===== src/rtl/alu_pkg.sv =====
// alu_pkg: shared constants for the RV32I integer ALU.
//   XLEN    - operand/result width (32 only)
//   SHAMT_W - shift amount width (log2 XLEN)
//   F3_*    - funct3 operation encodings
package alu_pkg;

    localparam int XLEN    = 32;
    localparam int SHAMT_W = 5;

    localparam logic [2:0] F3_ADD  = 3'b000;
    localparam logic [2:0] F3_SLL  = 3'b001;
    localparam logic [2:0] F3_SLT  = 3'b010;
    localparam logic [2:0] F3_SLTU = 3'b011;
    localparam logic [2:0] F3_XOR  = 3'b100;
    localparam logic [2:0] F3_SR   = 3'b101;
    localparam logic [2:0] F3_OR   = 3'b110;
    localparam logic [2:0] F3_AND  = 3'b111;

endpackage


===== src/rtl/alu_shifter.sv =====
// alu_shifter: combinational barrel shifter for SLL/SRL/SRA.
//   data   - value to shift
//   shamt  - shift amount
//   dir    - 0 = left, 1 = right
//   arith  - right shifts fill with data[MSB] when set, zero otherwise
//   result - shifted value
module alu_shifter
    import alu_pkg::*;
#(
    parameter int W       = XLEN,
    parameter int SHAMT_W = alu_pkg::SHAMT_W
) (
    input  logic [W-1:0]       data,
    input  logic [SHAMT_W-1:0] shamt,
    input  logic               dir,
    input  logic               arith,
    output logic [W-1:0]       result
);

    logic              fill;
    logic signed [W:0] ext_s;
    logic        [W:0] shr_w;
    logic      [W-1:0] shl_w;

    // One extra bit carries the fill value, so a single arithmetic shift
    // covers both SRL (fill=0) and SRA (fill=sign).
    assign fill   = arith & data[W-1];
    assign ext_s  = $signed({fill, data});
    assign shr_w  = ext_s >>> shamt;
    assign shl_w  = data << shamt;
    assign result = dir ? shr_w[W-1:0] : shl_w;

endmodule


===== src/rtl/alu_core.sv =====
// alu_core: RV32I integer ALU with a registered result (1-cycle latency).
//   clk    - rising-edge clock
//   rst_n  - asynchronous active-low reset, clears aluout
//   aluin1 - operand A (rs1)
//   aluin2 - operand B (rs2 or sign-extended immediate)
//   funct3 - operation select
//   funct7 - instruction bit 30, selects SUB / SRA
//   aluout - registered result
module alu_core
    import alu_pkg::*;
#(
    parameter int XLEN    = alu_pkg::XLEN,
    parameter int SHAMT_W = alu_pkg::SHAMT_W
) (
    input  logic            clk,
    input  logic            rst_n,
    input  logic [XLEN-1:0] aluin1,
    input  logic [XLEN-1:0] aluin2,
    input  logic [2:0]      funct3,
    input  logic            funct7,
    output logic [XLEN-1:0] aluout
);

    logic [XLEN-1:0] aluout_d, aluout_q;
    logic [XLEN-1:0] addsub;
    logic [XLEN-1:0] shift_res;
    logic            lt_s, lt_u;
    logic            shr_sel;

    assign addsub = funct7 ? (aluin1 - aluin2) : (aluin1 + aluin2);
    assign lt_s   = $signed(aluin1) < $signed(aluin2);
    assign lt_u   = aluin1 < aluin2;

    // Only the F3_SR encoding shifts right; funct7 then picks SRA over SRL.
    assign shr_sel = (funct3 == F3_SR);

    alu_shifter #(
        .W       (XLEN),
        .SHAMT_W (SHAMT_W)
    ) u_shifter (
        .data   (aluin1),
        .shamt  (aluin2[SHAMT_W-1:0]),
        .dir    (shr_sel),
        .arith  (funct7),
        .result (shift_res)
    );

    // funct7 only reaches the ADD/SUB and shift paths, so an unknown
    // funct7 cannot disturb the logical and compare results.
    always_comb begin
        aluout_d = '0;
        case (funct3)
            F3_ADD:  aluout_d = addsub;
            F3_SLL:  aluout_d = shift_res;
            F3_SLT:  aluout_d = {{(XLEN-1){1'b0}}, lt_s};
            F3_SLTU: aluout_d = {{(XLEN-1){1'b0}}, lt_u};
            F3_XOR:  aluout_d = aluin1 ^ aluin2;
            F3_SR:   aluout_d = shift_res;
            F3_OR:   aluout_d = aluin1 | aluin2;
            F3_AND:  aluout_d = aluin1 & aluin2;
            default: aluout_d = '0;
        endcase
    end

    always_ff @(posedge clk or negedge rst_n) begin
        if (!rst_n) aluout_q <= '0;
        else        aluout_q <= aluout_d;
    end

    assign aluout = aluout_q;

endmodule


===== config.mk =====
export PLATFORM = sky130hd
export DESIGN_NAME = alu_core
export DESIGN_NICKNAME = d
export VERILOG_FILES = /design/src/rtl/alu_pkg.sv /design/src/rtl/alu_shifter.sv /design/src/rtl/alu_core.sv
export SDC_FILE = /design/constraint.sdc
export NUM_CORES = 1
export LEC_CHECK = 0
export ABC_CLOCK_PERIOD_IN_PS = 800
export CAP_MARGIN = 20
export CORE_UTILIZATION = 60
export DETAILED_ROUTE_END_ITERATION = 10
export GPL_TIMING_DRIVEN = 0
export PLACE_DENSITY = 0.84
export SLEW_MARGIN = 10
export SYNTH_ARGS = -nofsm -noshare
export SYNTH_HDL_FRONTEND = slang
export SYNTH_HIERARCHICAL = 1
export SYNTH_SLANG_ARGS = --single-unit

===== constraint.sdc =====
create_clock -name clk -period 0.8 [get_ports clk]
set_clock_uncertainty 0.15 [all_clocks]
set_input_delay 0.16 -clock clk [delete_from_list [all_inputs] [get_ports clk]]
set_output_delay 0.16 -clock clk [all_outputs]
set_load 0.1 [all_outputs]

==> results of run 1 <==
## cells in the mapped netlist, types with 9 or more instances
| cell | number | area (um2) |
|---|---|---|
| a211oi_1 | 15 | 113 |
| a21o_1 | 14 | 105 |
| a21oi_1 | 134 | 671 |
| a22oi_1 | 20 | 150 |
| a31oi_1 | 11 | 68.8 |
| buf_2 | 22 | 110 |
| buf_6 | 10 | 113 |
| clkbuf_1 | 66 | 248 |
| dfrtp_1 | 32 | 801 |
| ha_1 | 96 | 1200 |
| inv_1 | 102 | 383 |
| mux2i_1 | 50 | 500 |
| mux4_1 | 9 | 236 |
| mux4_2 | 60 | 1350 |
| nand2_1 | 101 | 379 |
| nand2b_1 | 10 | 62.6 |
| nand3_1 | 31 | 155 |
| nor2_1 | 173 | 649 |
| nor3_1 | 35 | 175 |
| o211ai_1 | 25 | 188 |
| o21ai_0 | 74 | 370 |
| o21bai_1 | 10 | 75.1 |
| o221ai_1 | 9 | 78.8 |
| o22ai_1 | 20 | 125 |
| o31ai_1 | 13 | 97.6 |
| o32ai_1 | 10 | 87.6 |
| xnor2_1 | 21 | 184 |
## per-stage QoR
step | setup TNS [ps] | area (um2) | util [%] | hold WS [ps] | setup WS (ps)
2_1_floorplan | -50940 | 10600 | - | -286 | -1980
3_3_place_gp | -170320 | 11800 | 73.4 | 773 | -3470
3_5_place_dp | -133540 | 11800 | 73.4 | 118 | -3510
4_1_cts | -70320 | 13900 | 86.4 | -177 | -2170
## repair_timing
| action | in CTS |
|---|---|
| gates cloned | 1 |
| setup endpoints to repair | 64 |
| setup buffers | 65 |
| pin swaps | 87 |
| resized for setup | 771 |
| endpoints found under the hold margin | 32 |
## kinds of logic after synthesis
group,Yosys count,share of synthesized area (%)
fa+ha+maj,98,12.4
mux,130,22.0
compound gates,434,28.5
simple gates,403,17.5
flops,32,7.97
buf+inv,220,9.70
xor+xnor,22,1.92
## routing by layer
layer	GRT overflow	global-route usage, %
met3	1	69.1
met1	1	80.9
met5	1	48.2
met4	3	78.9
met2	1	92.4
==> impl_metrics.py, run 1 <==
metrics = {
    "grt": {
        "grt.total_usage_pct": 80.4,
        "grt_start_max_net_pins": 33,
        "grt_pass1_vias": 16600,
        "grt_pass1_wl_um": 105000,
        "grt_overflow": 7,
    },
    "synthesis": {
        "synth.avg_cell_area_um2": 7.51,
        "synth_edf_count": 0,
        "syn_nets": 1507,
        "yosysSeqAreaShare_pct": 7.97,
        "synth_cells": 1339,
        "ys_types": 83,
        "postSynthRegisterBits": 32,
        "ys_async_sr_fraction_pct": 100,
        "syn_area_um2": 10000,
        "synth_top_flop_cell": "dfrtp_1",
        "yosysWarnings": 6,
    },
    "die": {
        "dieWidth_um": 131,
        "rows": 46,
        "die_y_um": 131,
        "io_pins": 102,
        "start_util_pct": 62.4,
    },
    "placed_design": {
        "place.gp.congestion": 1.26,
        "io_buffer_count": 101,
        "place_hpwl_um": 36800,
        "placed_cells": 1656,
    },
    "run_status": {
        "failing_step": "5_1_grt",
        "firstError": "[ERROR GRT-0116] Global routing finished with congestion. Check the congestion regions in the DRC Viewer.",
        "status": "stopped before the end",
    },
    "clock_tree": {
        "h-tree-depth": 2,
        "cts_made_buffers": 5,
        "cts.path.max_buffers": 2,
        "cts_root_buf": "clkbuf_16",
        "clock-sinks": 32,
    },
}
==> run 2: changes to the inputs <==
--- a/config.mk
+++ b/config.mk
@@ -7,10 +7,10 @@
 export LEC_CHECK = 0
 export ABC_CLOCK_PERIOD_IN_PS = 800
 export CAP_MARGIN = 20
-export CORE_UTILIZATION = 60
+export CORE_UTILIZATION = 40
 export DETAILED_ROUTE_END_ITERATION = 10
 export GPL_TIMING_DRIVEN = 0
-export PLACE_DENSITY = 0.84
+export PLACE_DENSITY_LB_ADDON = 0.15
 export SLEW_MARGIN = 10
 export SYNTH_ARGS = -nofsm -noshare
 export SYNTH_HDL_FRONTEND = slang
==> run 2 against run 1 <==
The flow now finishes, with violations (hold timing, setup timing). Synthesized area unchanged. Synthesized cell count unchanged.
==> impl_metrics.py, run 2 <==
metrics = {
    "run_status": {
        "status": "complete, but fails checks",
        "violations": "hold timing, setup timing",
    },
    "timing": {
        "relSlewSlack_pct": 26.9,
        "period_needed_ps": 2940,
        "slew_violations": 0,
        "fin_ws_ps": -2140,
        "period_share_pct": 368,
        "whs_ps": -304,
        "worstMarginPinSlew_ps": 1090,
        "rsz0062_at_grt": "true",
        "fmax_mhz": 340,
        "hold_viol": 32,
        "setup_viol": 64,
    },
    "routing": {
        "firstDrtPassIters": 6,
        "drtIter0Drc": 1746,
        "vias_per_cell": 6.96,
        "drcViolationCount": 0,
        "dr_total_vias": 13100,
        "wl_per_cell_um": 30.5,
        "wl_um": 57400,
        "ant_nets": 0,
    },
    "worst_hold_path": {
        "hp-class": "in -> async",
    },
    "die": {
        "die_area_um2": 25800,
        "rows": 57,
        "start_util_pct": 41.1,
        "coreArea_um2": 24500,
        "dieWidth_um": 161,
        "die_y_um": 161,
        "io_pins": 102,
    },
    "layout": {
        "largest_register_ffs": 32,
        "final_core_util_pct": 61.5,
        "layout-drive-gt1-share_pct": 40.7,
        "layout_common_cells": "nor2_1 (158), nand2_1 (94), buf_4 (93)",
        "final_common_cell": "nor2_1",
        "area_growth_pct": 49.7,
        "nets": 1726,
    },
    "clock_tree": {
        "clk_pin_slew_ps": 50,
        "clock-sinks": 32,
        "cts_made_buffers": 5,
        "cts.path.max_buffers": 2,
        "cts_tree": "yes",
        "cts_root_buf": "clkbuf_16",
        "h-tree-depth": 2,
    },
    "placed_design": {
        "place.gp.congestion": 1.11,
        "io_buffer_count": 101,
        "place_hpwl_um": 41500,
    },
    "setup_path": {
        "path_class": "in -> reg",
        "required_ps": 860,
        "critPathArrivalTime_ps": 3000,
        "end_kind": "flop",
        "cp_max_fo": 3,
        "startpoint_type": "primary input",
    },
    "grt": {
        "antenna_found_initial": 2,
        "grt_pass1_vias": 12400,
        "grt_overflow": 0,
        "grt_start_max_net_pins": 33,
        "grt.total_usage_pct": 43.5,
        "grt_pass1_wl_um": 82800,
    },
    "power": {
        "p_per_area_nw_per_um2": 1160,
        "ir_worst_vdd_mv": 0.852,
        "power_leakage_uw": 0.00607,
    },
    "synthesis": {
        "ys_top_cells_by_count": "nor2_1 (173), a21oi_1 (134), inv_1 (102)",
        "synth_top_flop_cell": "dfrtp_1",
        "syn_area_um2": 10000,
        "yosysWarnings": 6,
        "postSynthRegisterBits": 32,
        "synth.avg_cell_area_um2": 7.51,
        "synth_edf_count": 0,
        "synth_area_leaders": "mux4_2 (13%), ha_1 (12%), dfrtp_1 (8.0%), a21oi_1 (6.7%), nor2_1 (6.5%)",
        "ys_types": 83,
        "netlist.area_leader.share_pct": 13.4,
        "syn_nets": 1507,
        "synth_cells": 1339,
        "yosysMostFrequentCell": "nor2_1",
        "ys_async_sr_fraction_pct": 100,
        "synth_top_area_cell": "mux4_2",
        "yosysSeqAreaShare_pct": 7.97,
    },
    "job": {
        "cap_viol_max_count": 0,
    },
}
run 2: power by group:
part           leakage (uW)  switching, uW  internal, uW
clock             0.0000712            836          1250
combinational       0.00563           7980          5270
sequential         0.000363            180          1950
total               0.00607           9000          8470
run 2: how the worst max path moves through the flow:
stage,from,to,slack [ps],depth (start not counted)
after floorplan,aluin1[0],aluout[30]$_DFF_PN0_,-1980,13
after global placement,aluin1[0],aluout[30]$_DFF_PN0_,-3620,14
after detailed placement,aluin1[0],aluout[30]$_DFF_PN0_,-3590,14
after CTS,aluin1[0],aluout[30]$_DFF_PN0_,-2150,14
after global routing,aluin1[0],aluout[26]$_DFF_PN0_,-2230,17
final,aluin1[0],aluout[30]$_DFF_PN0_,-2140,14
run 2: cell type report:
class / count / area, um2
Buffer: 110 / 1030
Clock buffer: 8 / 146
Sequential cell: 32 / 917
Timing Repair Buffer: 217 / 2340
Inverter: 105 / 462
Fill cell: 2142 / 9420
Tap cell: 324 / 405
Antenna cell: 1 / 2.50
Multi-Input combinational cell: 1087 / 9740
run 2: timing repair:
action	in CTS	in global routing
pin swaps	120	68
setup endpoints to repair	64	95
endpoints found under the hold margin	32	32
resized for setup	850	101
setup buffers	102	19
run 2: worst max-delay path, cell delays in order:
cell and delay, ps:
buf_16 100, ha_4 130, inv_2 40, fa_2 360, and2b_1 230, o31a_2 160
o211ai_2 120, o31a_1 350, o31ai_4 260, nand3_2 150, o21ba_4 230, or3_1 300
mux2_4 280, o21ai_4 130
run 2: cells by family (layout without fill, tap and decap cells):
logic type,count (synthesis),count (layout),synth area share [%]
compound gates,434,434,28.5
xor+xnor,22,22,1.92
fa+ha+maj,98,98,12.4
buf+inv,220,440,9.70
flops,32,32,7.97
mux,130,130,22.0
other cells,0,1,0
simple gates,403,403,17.5
run 2: per-layer routing:
metal | global-route usage (%) | vias up | share of wire (%)
met5 | 0 | - | 0.066
met4 | 20.0 | 4 | 6.6
met3 | 15.3 | 260 | 15
met2 | 61.4 | 1160 | 40
met1 | 59.1 | 6293 | 38
li1 | - | 5394 | -
run 2: metrics by stage:
stage / worst slack [ps] / instance area (um2) / instances / TNS [ps] / total power, uW
final: -2140 / 15000 / 1884 / -73940 / 17500
after global routing: -2230 / 15000 / 1883 / -76100 / 17900
after CTS: -2150 / 14600 / 1869 / -71680 / 16400
after detailed placement: -3590 / 12000 / 1765 / -138570 / 12000
after global placement: -3620 / 12000 / 1764 / -180600 / 12100
after floorplan: -1980 / 10600 / 1339 / -50940 / 8770
Power figures use the tool's default switching activity.
==> run 3: changes to the inputs <==
--- a/config.mk
+++ b/config.mk
@@ -6,9 +6,10 @@
 export NUM_CORES = 1
 export LEC_CHECK = 0
 export ABC_CLOCK_PERIOD_IN_PS = 800
-export CAP_MARGIN = 20
+export CAP_MARGIN = 0
 export CORE_UTILIZATION = 40
 export DETAILED_ROUTE_END_ITERATION = 10
+export DONT_BUFFER_PORTS = 1
 export GPL_TIMING_DRIVEN = 0
 export PLACE_DENSITY_LB_ADDON = 0.15
 export SLEW_MARGIN = 10
==> run 3 against run 2 <==
The run still ends with hold timing, setup timing left. Worst setup slack better by 48 ps. Flip-flop and latch count unchanged. Fmax up 1.7%. Global-route usage down 1.5 points.
==> impl_metrics.py, run 3 (same netlist as run 2, synthesis figures left out) <==
metrics = {
    "placed_design": {
        "io_buffer_count": 0,
        "place.gp.congestion": 1.07,
        "place_hpwl_um": 42000,
    },
    "die": {
        "coreArea_um2": 24500,
        "rows": 57,
        "die_area_um2": 25800,
        "io_pins": 102,
        "dieWidth_um": 161,
        "start_util_pct": 41.1,
        "die_y_um": 161,
    },
    "power": {
        "p_per_area_nw_per_um2": 1150,
        "power_uw": 15100,
        "ir_worst_vdd_mv": 0.928,
        "power_leakage_uw": 0.00519,
    },
    "setup_path": {
        "required_ps": 820,
        "cp_max_fo": 10,
        "startpoint_type": "primary input",
        "critPathArrivalTime_ps": 2910,
        "end_kind": "flop",
        "path_class": "in -> reg",
    },
    "run_status": {
        "violations": "hold timing, setup timing",
        "status": "complete, but fails checks",
    },
    "timing": {
        "period_share_pct": 362,
        "period_needed_ps": 2890,
        "setup_viol": 64,
        "relSlewSlack_pct": 28.0,
        "worstMarginPinSlew_ps": 1080,
        "fin_ws_ps": -2090,
        "rsz0062_at_grt": "true",
        "slew_violations": 0,
        "fmax_mhz": 346,
        "hold_viol": 32,
        "whs_ps": -587,
    },
    "clock_tree": {
        "h-tree-depth": 2,
        "cts_made_buffers": 5,
        "clock-sinks": 32,
        "cts.path.max_buffers": 2,
        "cts_tree": "yes",
        "cts_root_buf": "clkbuf_16",
        "clk_pin_slew_ps": 60,
    },
    "layout": {
        "final_common_cell": "nor2_1",
        "fill_cells": 2333,
        "antenna_cells": 0,
        "area_growth_pct": 30.7,
        "final_core_util_pct": 53.7,
        "layout_common_cells": "nor2_1 (161), a21oi_1 (102), nand2_1 (92)",
        "largest_register_ffs": 32,
        "nets": 1586,
        "layout-drive-gt1-share_pct": 32.1,
    },
    "job": {
        "cap_viol_max_count": 0,
    },
    "grt": {
        "antenna_found_initial": 0,
        "grt_overflow": 0,
        "grt_pass1_vias": 11600,
        "grt_start_max_net_pins": 33,
        "grt.total_usage_pct": 42.0,
        "grt_pass1_wl_um": 79500,
    },
    "routing": {
        "vias_per_cell": 7.12,
        "highest_layer": "met4",
        "ant_nets": 0,
        "wl_met3_um": 8720,
        "drtIter0Drc": 1807,
        "routedLengthMet1_um": 21900,
        "wl_um": 56600,
        "drcViolationCount": 0,
        "firstDrtPassIters": 8,
        "wl_per_cell_um": 32.5,
        "wl_met2_um": 23200,
        "dr_total_vias": 12400,
    },
    "worst_hold_path": {
        "hp-class": "in -> async",
    },
}
==> run 3: cell count changes in the layout (fill, tap and decap cells not counted), sizes merged <==
cell / previous run / this run
diode: 1 / 0
clkdlybuf4s50: 13 / 0
dlygate4sd2: 10 / 0
clkdlybuf4s15: 10 / 0
buf: 229 / 127
clkbuf: 73 / 68
clkinvlp: 4 / 3
inv: 99 / 100
==> run 3: final cells by class <==
class / count / area (um2) / area share [%]
Tap cell: 324 / 405 / 3.09
Timing Repair Buffer: 77 / 752 / 5.72
Buffer: 110 / 950 / 7.23
Clock buffer: 8 / 136 / 1.04
Multi-Input combinational cell: 1087 / 9520 / 72.5
Inverter: 105 / 453 / 3.45
Sequential cell: 32 / 917 / 6.98
==> run 3: routing by layer <==
layer  vias up  global-route usage (%)
met5         -                       0
li1       5103                       -
met4         0                    18.6
met2      1090                    58.9
met1      6029                    57.2
met3       189                    15.5
==> run 3: what timing repair did <==
action	4_1_cts	5_1_grt
cloned	0	3
gates resized for setup	232	97
buffers inserted	36	39
pin swaps	63	68
hold endpoints to repair	32	32
endpoints found under the setup margin	64	64
==> run 3: power by group <==
group,internal [uW],leakage [uW],switching [uW]
clock,1160,0.0000652,783
combinational,3840,0.00477,5700
sequential,1950,0.000363,1630
total,6950,0.00519,8110
==> run 3: stage by stage <==
step	worst slack (ps)	setup TNS, ps	cells	cell area, um2
floorplan	-1980	-50940	1339	10600
global placement	-2710	-77910	1663	11000
detailed placement	-2560	-75640	1663	11000
CTS	-2130	-63910	1703	12300
global route	-2160	-68580	1743	13100
finish	-2090	-67030	1743	13100
==> run 3: critical path, cell delays in order <==
cell and delay [ps]:
ha_4 120, inv_2 40, fa_2 380, and2b_1 230
o31a_2 170, o211ai_2 100, o31a_1 350, o31ai_4 300
nand3_2 150, buf_4 160, buf_6 100, buf_6 100
a32o_2 270, o311ai_4 260
==> run 3: worst max-delay path by stage <==
stage	to	start	cells after the start	slack [ps]
2_1_floorplan	aluout[30]$_DFF_PN0_	aluin1[0]	13	-1980
3_3_place_gp	aluout[25]$_DFF_PN0_	aluin2[3]	8	-2710
3_5_place_dp	aluout[25]$_DFF_PN0_	aluin2[3]	8	-2560
4_1_cts	aluout[30]$_DFF_PN0_	aluin2[0]	13	-2130
5_1_grt	aluout[30]$_DFF_PN0_	aluin1[0]	13	-2160
6_report	aluout[26]$_DFF_PN0_	aluin1[0]	14	-2090
